==> src/rtl/uart_tx_if.sv <==
// Signal bundle between the THR FIFO / format decoder and the UART transmit engine.
// Master drives format, FIFO status and flow control; slave (the engine) drives TxD and status.
interface uart_tx_if #(
    parameter int pDataW = 9
);
    logic              ce_ovs;
    logic [3:0]        len;
    logic [1:0]        stop;
    logic              par_en;
    logic [1:0]        par;
    logic              hs_en;
    logic              cts_i;
    logic              tf_ef;
    logic [pDataW-1:0] thr;
    logic              tf_re;
    logic              brk;
    logic              txd;
    logic              tx_idle;
    logic              tx_start;
    logic              tx_shift;
    logic              tx_stop;
    logic              tx_brk;

    modport master (
        output ce_ovs, len, stop, par_en, par, hs_en, cts_i, tf_ef, thr, brk,
        input  tf_re, txd, tx_idle, tx_start, tx_shift, tx_stop, tx_brk
    );

    modport slave (
        input  ce_ovs, len, stop, par_en, par, hs_en, cts_i, tf_ef, thr, brk,
        output tf_re, txd, tx_idle, tx_start, tx_shift, tx_stop, tx_brk
    );
endinterface

==> src/rtl/uart_tx_engine.sv <==
// UART transmit engine: compact state machine plus bit counter serialising THR words onto TxD.
// Break generation is compiled in only when UART_TX_BREAK_EN is defined.
module uart_tx_engine #(
    parameter int pOvs   = 16,
    parameter int pDataW = 9
) (
    input  logic     i_clk,
    input  logic     i_rst,
    uart_tx_if.slave bus
);
    localparam int              OW       = $clog2(pOvs);
    localparam logic [OW-1:0]   OVS_LAST = OW'(pOvs - 1);
    localparam logic [OW-1:0]   OVS_HALF = OW'(pOvs / 2 - 1);

    localparam logic [2:0] S_IDLE      = 3'd0;
    localparam logic [2:0] S_START_DLY = 3'd1;
    localparam logic [2:0] S_START_BIT = 3'd2;
    localparam logic [2:0] S_DATA      = 3'd3;
    localparam logic [2:0] S_PARITY    = 3'd4;
    localparam logic [2:0] S_STOP      = 3'd5;
    localparam logic [2:0] S_STOP_DLY  = 3'd6;
`ifdef UART_TX_BREAK_EN
    localparam logic [2:0] S_BREAK     = 3'd7;
`endif

    logic [2:0]        r_state;
    logic [OW-1:0]     r_ovs;
    logic [3:0]        r_bit_cnt;
    logic [pDataW-1:0] r_tsr;
    logic [3:0]        r_len;
    logic              r_par_en;
    logic              r_par_bit;
    logic [1:0]        r_stop;
    logic              r_txd;

    logic [2:0]        w_next;
    logic [3:0]        w_bit_nxt;
    logic              w_load;
    logic              w_ce_bit;
    logic              w_half;
    logic              w_cts_ok;
    logic [3:0]        w_len;
    logic              w_par_x;
    logic              w_par_bit;
    logic              w_stop_end;
    logic              w_data_bit;
    logic              w_txd;

    assign w_ce_bit = bus.ce_ovs && (r_ovs == OVS_LAST);
    assign w_half   = bus.ce_ovs && (r_ovs == OVS_HALF);
    assign w_cts_ok = !bus.hs_en || bus.cts_i;

    // Format capture: clamp Len and compute the parity bit over only the Len LSBs.
    always_comb begin
        w_len = bus.len;
        if (bus.len < 4'd5)
            w_len = 4'd5;
        else if (bus.len > 4'(pDataW))
            w_len = 4'(pDataW);
        w_par_x = 1'b0;
        for (int i = 0; i < pDataW; i++)
            if (i < int'(w_len))
                w_par_x = w_par_x ^ bus.thr[i];
        case (bus.par)
            2'd0:    w_par_bit = ~w_par_x;
            2'd1:    w_par_bit = w_par_x;
            2'd2:    w_par_bit = 1'b0;
            default: w_par_bit = 1'b1;
        endcase
    end

    // 1.5 stop bits: the second stop bit ends at the half-bit point of the divider.
    always_comb begin
        case (r_stop)
            2'd0:    w_stop_end = w_ce_bit;
            2'd1:    w_stop_end = w_half && (r_bit_cnt == 4'd1);
            default: w_stop_end = w_ce_bit && (r_bit_cnt == 4'd1);
        endcase
    end

    always_comb begin
        w_next    = r_state;
        w_bit_nxt = r_bit_cnt;
        w_load    = 1'b0;
        case (r_state)
            S_IDLE: if (bus.ce_ovs) begin
`ifdef UART_TX_BREAK_EN
                if (bus.brk) begin
                    w_next    = S_BREAK;
                    w_bit_nxt = 4'd0;
                end else
`endif
                if (!bus.tf_ef)
                    w_next = S_START_DLY;
            end
            S_START_DLY, S_STOP_DLY: if (w_ce_bit) begin
                w_bit_nxt = 4'd0;
`ifdef UART_TX_BREAK_EN
                if (r_state == S_STOP_DLY && bus.brk)
                    w_next = S_BREAK;
                else
`endif
                if (bus.tf_ef)
                    w_next = S_IDLE;
                else if (w_cts_ok) begin
                    w_load = 1'b1;
                    w_next = S_START_BIT;
                end else
                    w_next = S_START_DLY;
            end
            S_START_BIT: if (w_ce_bit) begin
                w_next    = S_DATA;
                w_bit_nxt = 4'd0;
            end
            S_DATA: if (w_ce_bit) begin
                if (r_bit_cnt == r_len - 4'd1) begin
                    w_next    = r_par_en ? S_PARITY : S_STOP;
                    w_bit_nxt = 4'd0;
                end else
                    w_bit_nxt = r_bit_cnt + 4'd1;
            end
            S_PARITY: if (w_ce_bit) begin
                w_next    = S_STOP;
                w_bit_nxt = 4'd0;
            end
            S_STOP: if (w_stop_end) begin
                w_bit_nxt = 4'd0;
`ifdef UART_TX_BREAK_EN
                if (bus.brk)
                    w_next = S_BREAK;
                else
`endif
                if (bus.tf_ef)
                    w_next = S_STOP_DLY;
                else if (w_cts_ok) begin
                    w_load = 1'b1;
                    w_next = S_START_BIT;
                end else
                    w_next = S_START_DLY;
            end else if (w_ce_bit)
                w_bit_nxt = r_bit_cnt + 4'd1;
`ifdef UART_TX_BREAK_EN
            // Bit counter 0 = spacing until Brk falls at a bit boundary, 1..2 = trailing mark bits.
            S_BREAK: if (w_ce_bit) begin
                if (r_bit_cnt == 4'd0) begin
                    if (!bus.brk)
                        w_bit_nxt = 4'd1;
                end else if (r_bit_cnt == 4'd1)
                    w_bit_nxt = 4'd2;
                else begin
                    w_next    = S_IDLE;
                    w_bit_nxt = 4'd0;
                end
            end
`endif
            default: w_next = S_IDLE;
        endcase
    end

    always_comb begin
        w_data_bit = 1'b0;
        for (int i = 0; i < pDataW; i++)
            if (r_bit_cnt == 4'(i))
                w_data_bit = r_tsr[i];
        case (r_state)
            S_START_BIT: w_txd = 1'b0;
            S_DATA:      w_txd = w_data_bit;
            S_PARITY:    w_txd = r_par_bit;
`ifdef UART_TX_BREAK_EN
            S_BREAK:     w_txd = (r_bit_cnt != 4'd0);
`endif
            default:     w_txd = 1'b1;
        endcase
    end

    always_ff @(posedge i_clk) begin
        if (i_rst) begin
            r_state   <= S_IDLE;
            r_ovs     <= '0;
            r_bit_cnt <= 4'd0;
            r_tsr     <= '0;
            r_len     <= 4'd0;
            r_par_en  <= 1'b0;
            r_par_bit <= 1'b0;
            r_stop    <= 2'd0;
            r_txd     <= 1'b1;
        end else begin
            r_state   <= w_next;
            r_bit_cnt <= w_bit_nxt;
            r_txd     <= w_txd;
            if (w_next != r_state || w_next == S_IDLE)
                r_ovs <= '0;
            else if (bus.ce_ovs)
                r_ovs <= (r_ovs == OVS_LAST) ? '0 : r_ovs + 1'b1;
            if (w_load) begin
                r_tsr     <= bus.thr;
                r_len     <= w_len;
                r_par_en  <= bus.par_en;
                r_par_bit <= w_par_bit;
                r_stop    <= bus.stop;
            end
        end
    end

    assign bus.tf_re    = w_load && !i_rst;
    assign bus.txd      = r_txd;
    assign bus.tx_idle  = (r_state == S_IDLE);
    assign bus.tx_start = (r_state == S_START_DLY);
    assign bus.tx_shift = (r_state == S_START_BIT) || (r_state == S_DATA) ||
                          (r_state == S_PARITY)    || (r_state == S_STOP);
    assign bus.tx_stop  = (r_state == S_STOP);
`ifdef UART_TX_BREAK_EN
    assign bus.tx_brk   = (r_state == S_BREAK) && (r_bit_cnt == 4'd0);
`else
    assign bus.tx_brk   = 1'b0;
`endif
endmodule

==> src/flat_wrapper.sv <==
// flat-port wrapper written by rule: the top's interface ports become plain ports
module uart_tx_engine_flat 
#(
    parameter int pOvs   = 16,
    parameter int pDataW = 9
)
  (i_clk, i_rst, bus_ce_ovs, bus_len, bus_stop, bus_par_en, bus_par, bus_hs_en, bus_cts_i, bus_tf_ef, bus_thr, bus_brk, bus_tf_re, bus_txd, bus_tx_idle, bus_tx_start, bus_tx_shift, bus_tx_stop, bus_tx_brk);
  uart_tx_if #(.pDataW(pDataW)) bus_i ();
  input  logic i_clk;
  input  logic i_rst;
  input wire logic [$bits(bus_i.ce_ovs)-1:0] bus_ce_ovs;
  input wire logic [$bits(bus_i.len)-1:0] bus_len;
  input wire logic [$bits(bus_i.stop)-1:0] bus_stop;
  input wire logic [$bits(bus_i.par_en)-1:0] bus_par_en;
  input wire logic [$bits(bus_i.par)-1:0] bus_par;
  input wire logic [$bits(bus_i.hs_en)-1:0] bus_hs_en;
  input wire logic [$bits(bus_i.cts_i)-1:0] bus_cts_i;
  input wire logic [$bits(bus_i.tf_ef)-1:0] bus_tf_ef;
  input wire logic [$bits(bus_i.thr)-1:0] bus_thr;
  input wire logic [$bits(bus_i.brk)-1:0] bus_brk;
  output wire logic [$bits(bus_i.tf_re)-1:0] bus_tf_re;
  output wire logic [$bits(bus_i.txd)-1:0] bus_txd;
  output wire logic [$bits(bus_i.tx_idle)-1:0] bus_tx_idle;
  output wire logic [$bits(bus_i.tx_start)-1:0] bus_tx_start;
  output wire logic [$bits(bus_i.tx_shift)-1:0] bus_tx_shift;
  output wire logic [$bits(bus_i.tx_stop)-1:0] bus_tx_stop;
  output wire logic [$bits(bus_i.tx_brk)-1:0] bus_tx_brk;
  assign bus_i.ce_ovs = bus_ce_ovs;
  assign bus_i.len = bus_len;
  assign bus_i.stop = bus_stop;
  assign bus_i.par_en = bus_par_en;
  assign bus_i.par = bus_par;
  assign bus_i.hs_en = bus_hs_en;
  assign bus_i.cts_i = bus_cts_i;
  assign bus_i.tf_ef = bus_tf_ef;
  assign bus_i.thr = bus_thr;
  assign bus_i.brk = bus_brk;
  assign bus_tf_re = bus_i.tf_re;
  assign bus_txd = bus_i.txd;
  assign bus_tx_idle = bus_i.tx_idle;
  assign bus_tx_start = bus_i.tx_start;
  assign bus_tx_shift = bus_i.tx_shift;
  assign bus_tx_stop = bus_i.tx_stop;
  assign bus_tx_brk = bus_i.tx_brk;
  uart_tx_engine #(.pOvs(pOvs), .pDataW(pDataW)) u_core (.i_clk(i_clk), .i_rst(i_rst), .bus(bus_i));
endmodule
==> config.mk <==
export PLATFORM = sky130hd
export DESIGN_NAME = uart_tx_engine_flat
export DESIGN_NICKNAME = d
export VERILOG_FILES = /design/src/rtl/uart_tx_if.sv /design/src/rtl/uart_tx_engine.sv /design/src/flat_wrapper.sv
export SDC_FILE = /design/constraint.sdc
export NUM_CORES = 1
export LEC_CHECK = 0
export ABC_CLOCK_PERIOD_IN_PS = 2090
export BUFFER_PORTS_ARGS = -buffer_cell sky130_fd_sc_hd__buf_2
export CAP_MARGIN = 40
export CORE_ASPECT_RATIO = 1.75
export CORE_MARGIN = 5
export CORE_UTILIZATION = 35
export DETAILED_ROUTE_END_ITERATION = 6
export GPL_TIMING_DRIVEN = 1
export HOLD_SLACK_MARGIN = 0.05
export PLACE_DENSITY = 0.65
export SLEW_MARGIN = 20
export SYNTH_ARGS = -nofsm -noshare
export SYNTH_HDL_FRONTEND = slang
export SYNTH_SLANG_ARGS = --single-unit
==> constraint.sdc <==
create_clock -name i_clk -period 2.09 [get_ports i_clk]
set_input_delay 0.209 -clock i_clk [delete_from_list [all_inputs] [get_ports i_clk]]
set_output_delay 0.209 -clock i_clk [all_outputs]
set_load 0.01 [all_outputs]
==> results by stage <==
Drt:
- For this run, design rule violations remaining after detail routing come to 0.
- The detailed router placed 1,803 vias in this run.
- The overall routed net length is 4.81 mm.
- The detailed-router iteration count before antenna repair is 4.
- The number of nets still failing antenna checks after routing is 0.
- The average wire length per cell after detail routing is 13.5 µm.
- Dividing the detail-routed via count by the number of cells gives 5.05.
- For this block, the initial DRC count from the detailed router was 121.

Floorplanning:
- The initial cell density of the core is 35.7%.
- The area of the die is 7270 µm².
- The floorplan step set the die width to 66.6 µm.
- After floorplanning, the core was sized to cover 5500 µm².
- In this run the count of I/O pins placed on the die edge is 32.
- The die height is 109 µm.
- The cell row count is 36.

Final layout:
- Registers take 588 µm².
- The repair_antennas step left the layout with diodes totalling 0.
- The post-route netlist has 32.0% of its cells at a drive strength greater than 1.
- The number of nets in the layout is 311.
- The multi-input combinational cells in the finished layout cover a total of 1360 µm².
- Compared with the post-synthesis result, the final layout area differs by 25.6%.
- The share of the core filled with cells is 44.9%.
- The number of fill cells is 550.

Placement:
- The final weighted congestion in routability-driven placement is 0.892.
- The worst setup slack before clock tree synthesis is -85.8 ps.
- The number of input and output port buffers inserted is 29.
- The placed wire-length estimate after detailed placement is 3.68 mm.

Timing:
- The actual transition at the worst max-transition pin is 567 ps.
- The worst hold slack is 163 ps.
- Derived from the worst setup path, the maximum achievable clock frequency is 487 MHz.
- The slack of the critical path is 37.6 ps.
- The post-route clock period utilization is 98.2%.
- The setup violation total in the final timing report is 0.
- For the final database, setup skew stands at 7.86 ps.
- The remaining max-slew budget at the tightest pin is 61.9%.
- The max-slew violation total from the final report is 0.
- Setup repair after global routing could not meet its margin everywhere.
- For the finished layout, the period the worst path requires is 2050 ps.
- The final count of hold timing violations was 0.

Global routing:
- The wire length of the first global-routing pass is 7.84 mm.
- The combined global-route utilization of all metal layers is 14.2%.
- The met1 track demand over resource is 13.9%.
- The via count of the first global-routing pass was 1,725.
- For this run the aggregate overflow at the end of global routing stands at 0.
- The initial antenna violation count was 0.
- Global routing consumed, on the met3 layer, 2.99% of the routing resources.
- The highest-utilization routing layer at the global route stage is met2.
- Global routing consumed, on the met2 layer, 26.8% of the routing resources.
- The maximum number of pins on one net before global-route repair is 25.

Logic synthesis:
- In this run, distinct cell masters in the synthesized netlist total 54.
- The number of enable-type register cells in the synthesized netlist is 0.
- The cell accounting for the most synthesized area is sky130_fd_sc_hd__dfxtp_1.
- For this run, the number of Yosys warnings is 0.
- Among all flip-flop cells after synthesis, the most frequent one is sky130_fd_sc_hd__dfxtp_1.
- The proportion of synthesized flip-flops having asynchronous set or reset is 0%.
- The sequential share of the synthesized area is 29.6%.
- The leading cell type by number of instances after synthesis is sky130_fd_sc_hd__nor2_1.
- Of the post-synthesis cell area, the dominant cell type holds 29.6%.
- The number of nets in the synthesized netlist is 267.
- Counting instances in the post-synthesis netlist gives the leading cell types as sky130_fd_sc_hd__nor2_1 (35), sky130_fd_sc_hd__dfxtp_1 (29), sky130_fd_sc_hd__mux2i_1 (17).
- The post-synthesis register bit count is 29.
- Each instance of the synthesized netlist takes up on average 8.32 µm².
- In this run the cell area of the synthesized design comes to 1960 µm².
- Sorting the synthesized cells by area gives the leading types as sky130_fd_sc_hd__dfxtp_1 (30%), sky130_fd_sc_hd__mux2i_1 (8.7%), sky130_fd_sc_hd__nor2_1 (6.7%), sky130_fd_sc_hd__xnor2_1 (4.5%), sky130_fd_sc_hd__o21ai_0 (4.1%).
- The cell count after synthesis is 236.

Clock network:
- Clock tree synthesis inserted a total of 5 buffers.
- The clock passes through at most 2 buffers.
- The clock reaches the later pin of the worst-skew pair after 280 ps.
- The CTS sink count is 29.
- The root buffer cell chosen for the clock tree is sky130_fd_sc_hd__clkbuf_8.
- TritonCTS built the clock tree.
- The clock input transition at the sequential cells of the worst setup and hold paths is 70 ps.
- The number of H-tree branching levels is 2.

Worst setup path:
- The type of the worst setup path is reg -> out.
- STA classifies the critical path endpoint as a primary output.
- For the worst setup path, the data required time is 1880 ps.
- The element type at the critical path start is a flop.
- The worst-path maximum fanout is 3.
- The data arrival time of the critical path is 1840 ps.
- The register-to-register path setup slack is 40 ps.

Power and ir drop:
- The total leakage power is 0.953 nW.
- For this design the ratio of total power to cell area is 466 nW/µm².
- The maximum VDD drop is 0.251 mV.

Status:
- The flow ran to the end, and the final reports show no timing, DRC or antenna violations.

Min path:
- The path category of the worst min-delay check is in -> reg.

Flow run:
- The max-capacitance violation count is 0.
-- worst paths after layout --
kind	from	endpoint	cells after the start
worst max-delay path	u_core.r_bit_cnt[1]$_SDFFE_PP0P_	bus_tf_re	8
worst min-delay path	bus_par_en	u_core.r_par_en$_SDFFE_PP0P_	3
worst max register to register	u_core.r_bit_cnt[1]$_SDFFE_PP0P_	u_core.r_tsr[4]$_SDFFE_PP0P_	10
worst min register to register	u_core.r_tsr[0]$_SDFFE_PP0P_	u_core.r_tsr[0]$_SDFFE_PP0P_	2
-- critical path, cell delays in order (launching register included) --
cell and delay [ps]:
sky130_fd_sc_hd__dfxtp_2 320, sky130_fd_sc_hd__inv_2 70, sky130_fd_sc_hd__ha_4 140, sky130_fd_sc_hd__nor3b_4 230
sky130_fd_sc_hd__nand2_1 90, sky130_fd_sc_hd__a211oi_1 290, sky130_fd_sc_hd__a31oi_2 100, sky130_fd_sc_hd__nor4_2 150
sky130_fd_sc_hd__buf_2 170
-- routing by layer --
layer	vias to the layer above	part of all wire, %	wire [µm]
li1	912	-	-
met3	8	4.5	216
met1	847	36	1750
met5	-	0	0
met2	36	56	2720
met4	0	2.6	126
-- placed cells by master (no fill, tap or decap), types with 2 or more instances in the layout --
cell / Yosys / routed
sky130_fd_sc_hd__and2_1: 6 / 6
sky130_fd_sc_hd__a21oi_1: 9 / 5
sky130_fd_sc_hd__clkbuf_8: 0 / 5
sky130_fd_sc_hd__buf_2: 1 / 29
sky130_fd_sc_hd__dfxtp_2: 0 / 3
sky130_fd_sc_hd__nand2_1: 16 / 16
sky130_fd_sc_hd__buf_6: 2 / 3
sky130_fd_sc_hd__inv_1: 11 / 9
sky130_fd_sc_hd__dfxtp_1: 29 / 25
sky130_fd_sc_hd__nor2_1: 35 / 35
sky130_fd_sc_hd__a211oi_1: 4 / 4
sky130_fd_sc_hd__xor2_1: 7 / 7
sky130_fd_sc_hd__clkinv_2: 0 / 2
sky130_fd_sc_hd__or3_1: 2 / 2
sky130_fd_sc_hd__nand3_1: 6 / 6
sky130_fd_sc_hd__nor3b_1: 2 / 2
sky130_fd_sc_hd__nand2b_1: 2 / 2
sky130_fd_sc_hd__ha_1: 6 / 3
sky130_fd_sc_hd__buf_4: 4 / 16
sky130_fd_sc_hd__inv_2: 0 / 2
sky130_fd_sc_hd__xnor2_1: 10 / 10
sky130_fd_sc_hd__a21oi_2: 1 / 5
sky130_fd_sc_hd__a31oi_1: 3 / 2
sky130_fd_sc_hd__o21ai_2: 1 / 3
sky130_fd_sc_hd__mux2i_1: 17 / 16
sky130_fd_sc_hd__and3b_1: 2 / 2
sky130_fd_sc_hd__nor2b_1: 5 / 5
sky130_fd_sc_hd__nor3_1: 5 / 5
sky130_fd_sc_hd__o21ai_0: 16 / 14
sky130_fd_sc_hd__ha_2: 0 / 2
-- flip-flops by register name, indices dropped and copies added, names as in the netlist --
| name | count |
|---|---|
| u_core.bus.txd | 1 |
| u_core.r_bit_cnt | 4 |
| u_core.r_len | 4 |
| u_core.r_ovs | 4 |
| u_core.r_par_bit | 1 |
| u_core.r_par_en | 1 |
| u_core.r_state | 3 |
| u_core.r_stop | 2 |
| u_core.r_tsr | 9 |
-- power breakdown --
| part | internal, W | total [W] | switching, W |
|---|---|---|---|
| Sequential | 0.000553 | 0.000556 | 0.00000281 |
| Clock | 0.000229 | 0.000454 | 0.000225 |
| Combinational | 0.0000619 | 0.000141 | 0.0000790 |
| Total | 0.000844 | 0.00115 | 0.000306 |
-- area by class of cell --
type,count,area share (%)
clock inverter,3,0.710
tap,76,3.85
inverter,11,1.67
multi-input combinational,185,55.0
timing repair buffer,48,12.1
clock buffer,5,2.79
sequential,29,23.8
-- cell families after synthesis --
kind of cell / synth area share, %
AOI/OAI and AO/OA: 18.4
xor gates and xnor gates: 8.73
adders and majority gates: 3.82
buffers and inverters: 5.80
DFF: 29.6
muxes: 9.81
other: 0.191
and+or+nand+nor: 23.7
-- through the flow --
| step | cell area (µm²) | cells | power [W] | setup TNS [ps] |
|---|---|---|---|---|
| 6_report | 2470 | 357 | 0.00115 | 0 |
| 5_1_grt | 2470 | 357 | 0.00120 | -549 |
| 4_1_cts | 2430 | 357 | 0.00116 | -215 |
| 3_5_place_dp | 2260 | 345 | 0.000709 | -1180 |
| 3_3_place_gp | 2260 | 345 | 0.000706 | -449 |
| 2_1_floorplan | 1960 | 236 | 0.000654 | 0 |
-- timing repair --
item	CTS	global route
cloned	1	0
buffers inserted	3	2
gates resized for setup	10	22
hold buffers	0	0
pin swaps	2	7
endpoints found under the setup margin	23	27
Note: power is estimated with default switching activity, not from simulation.
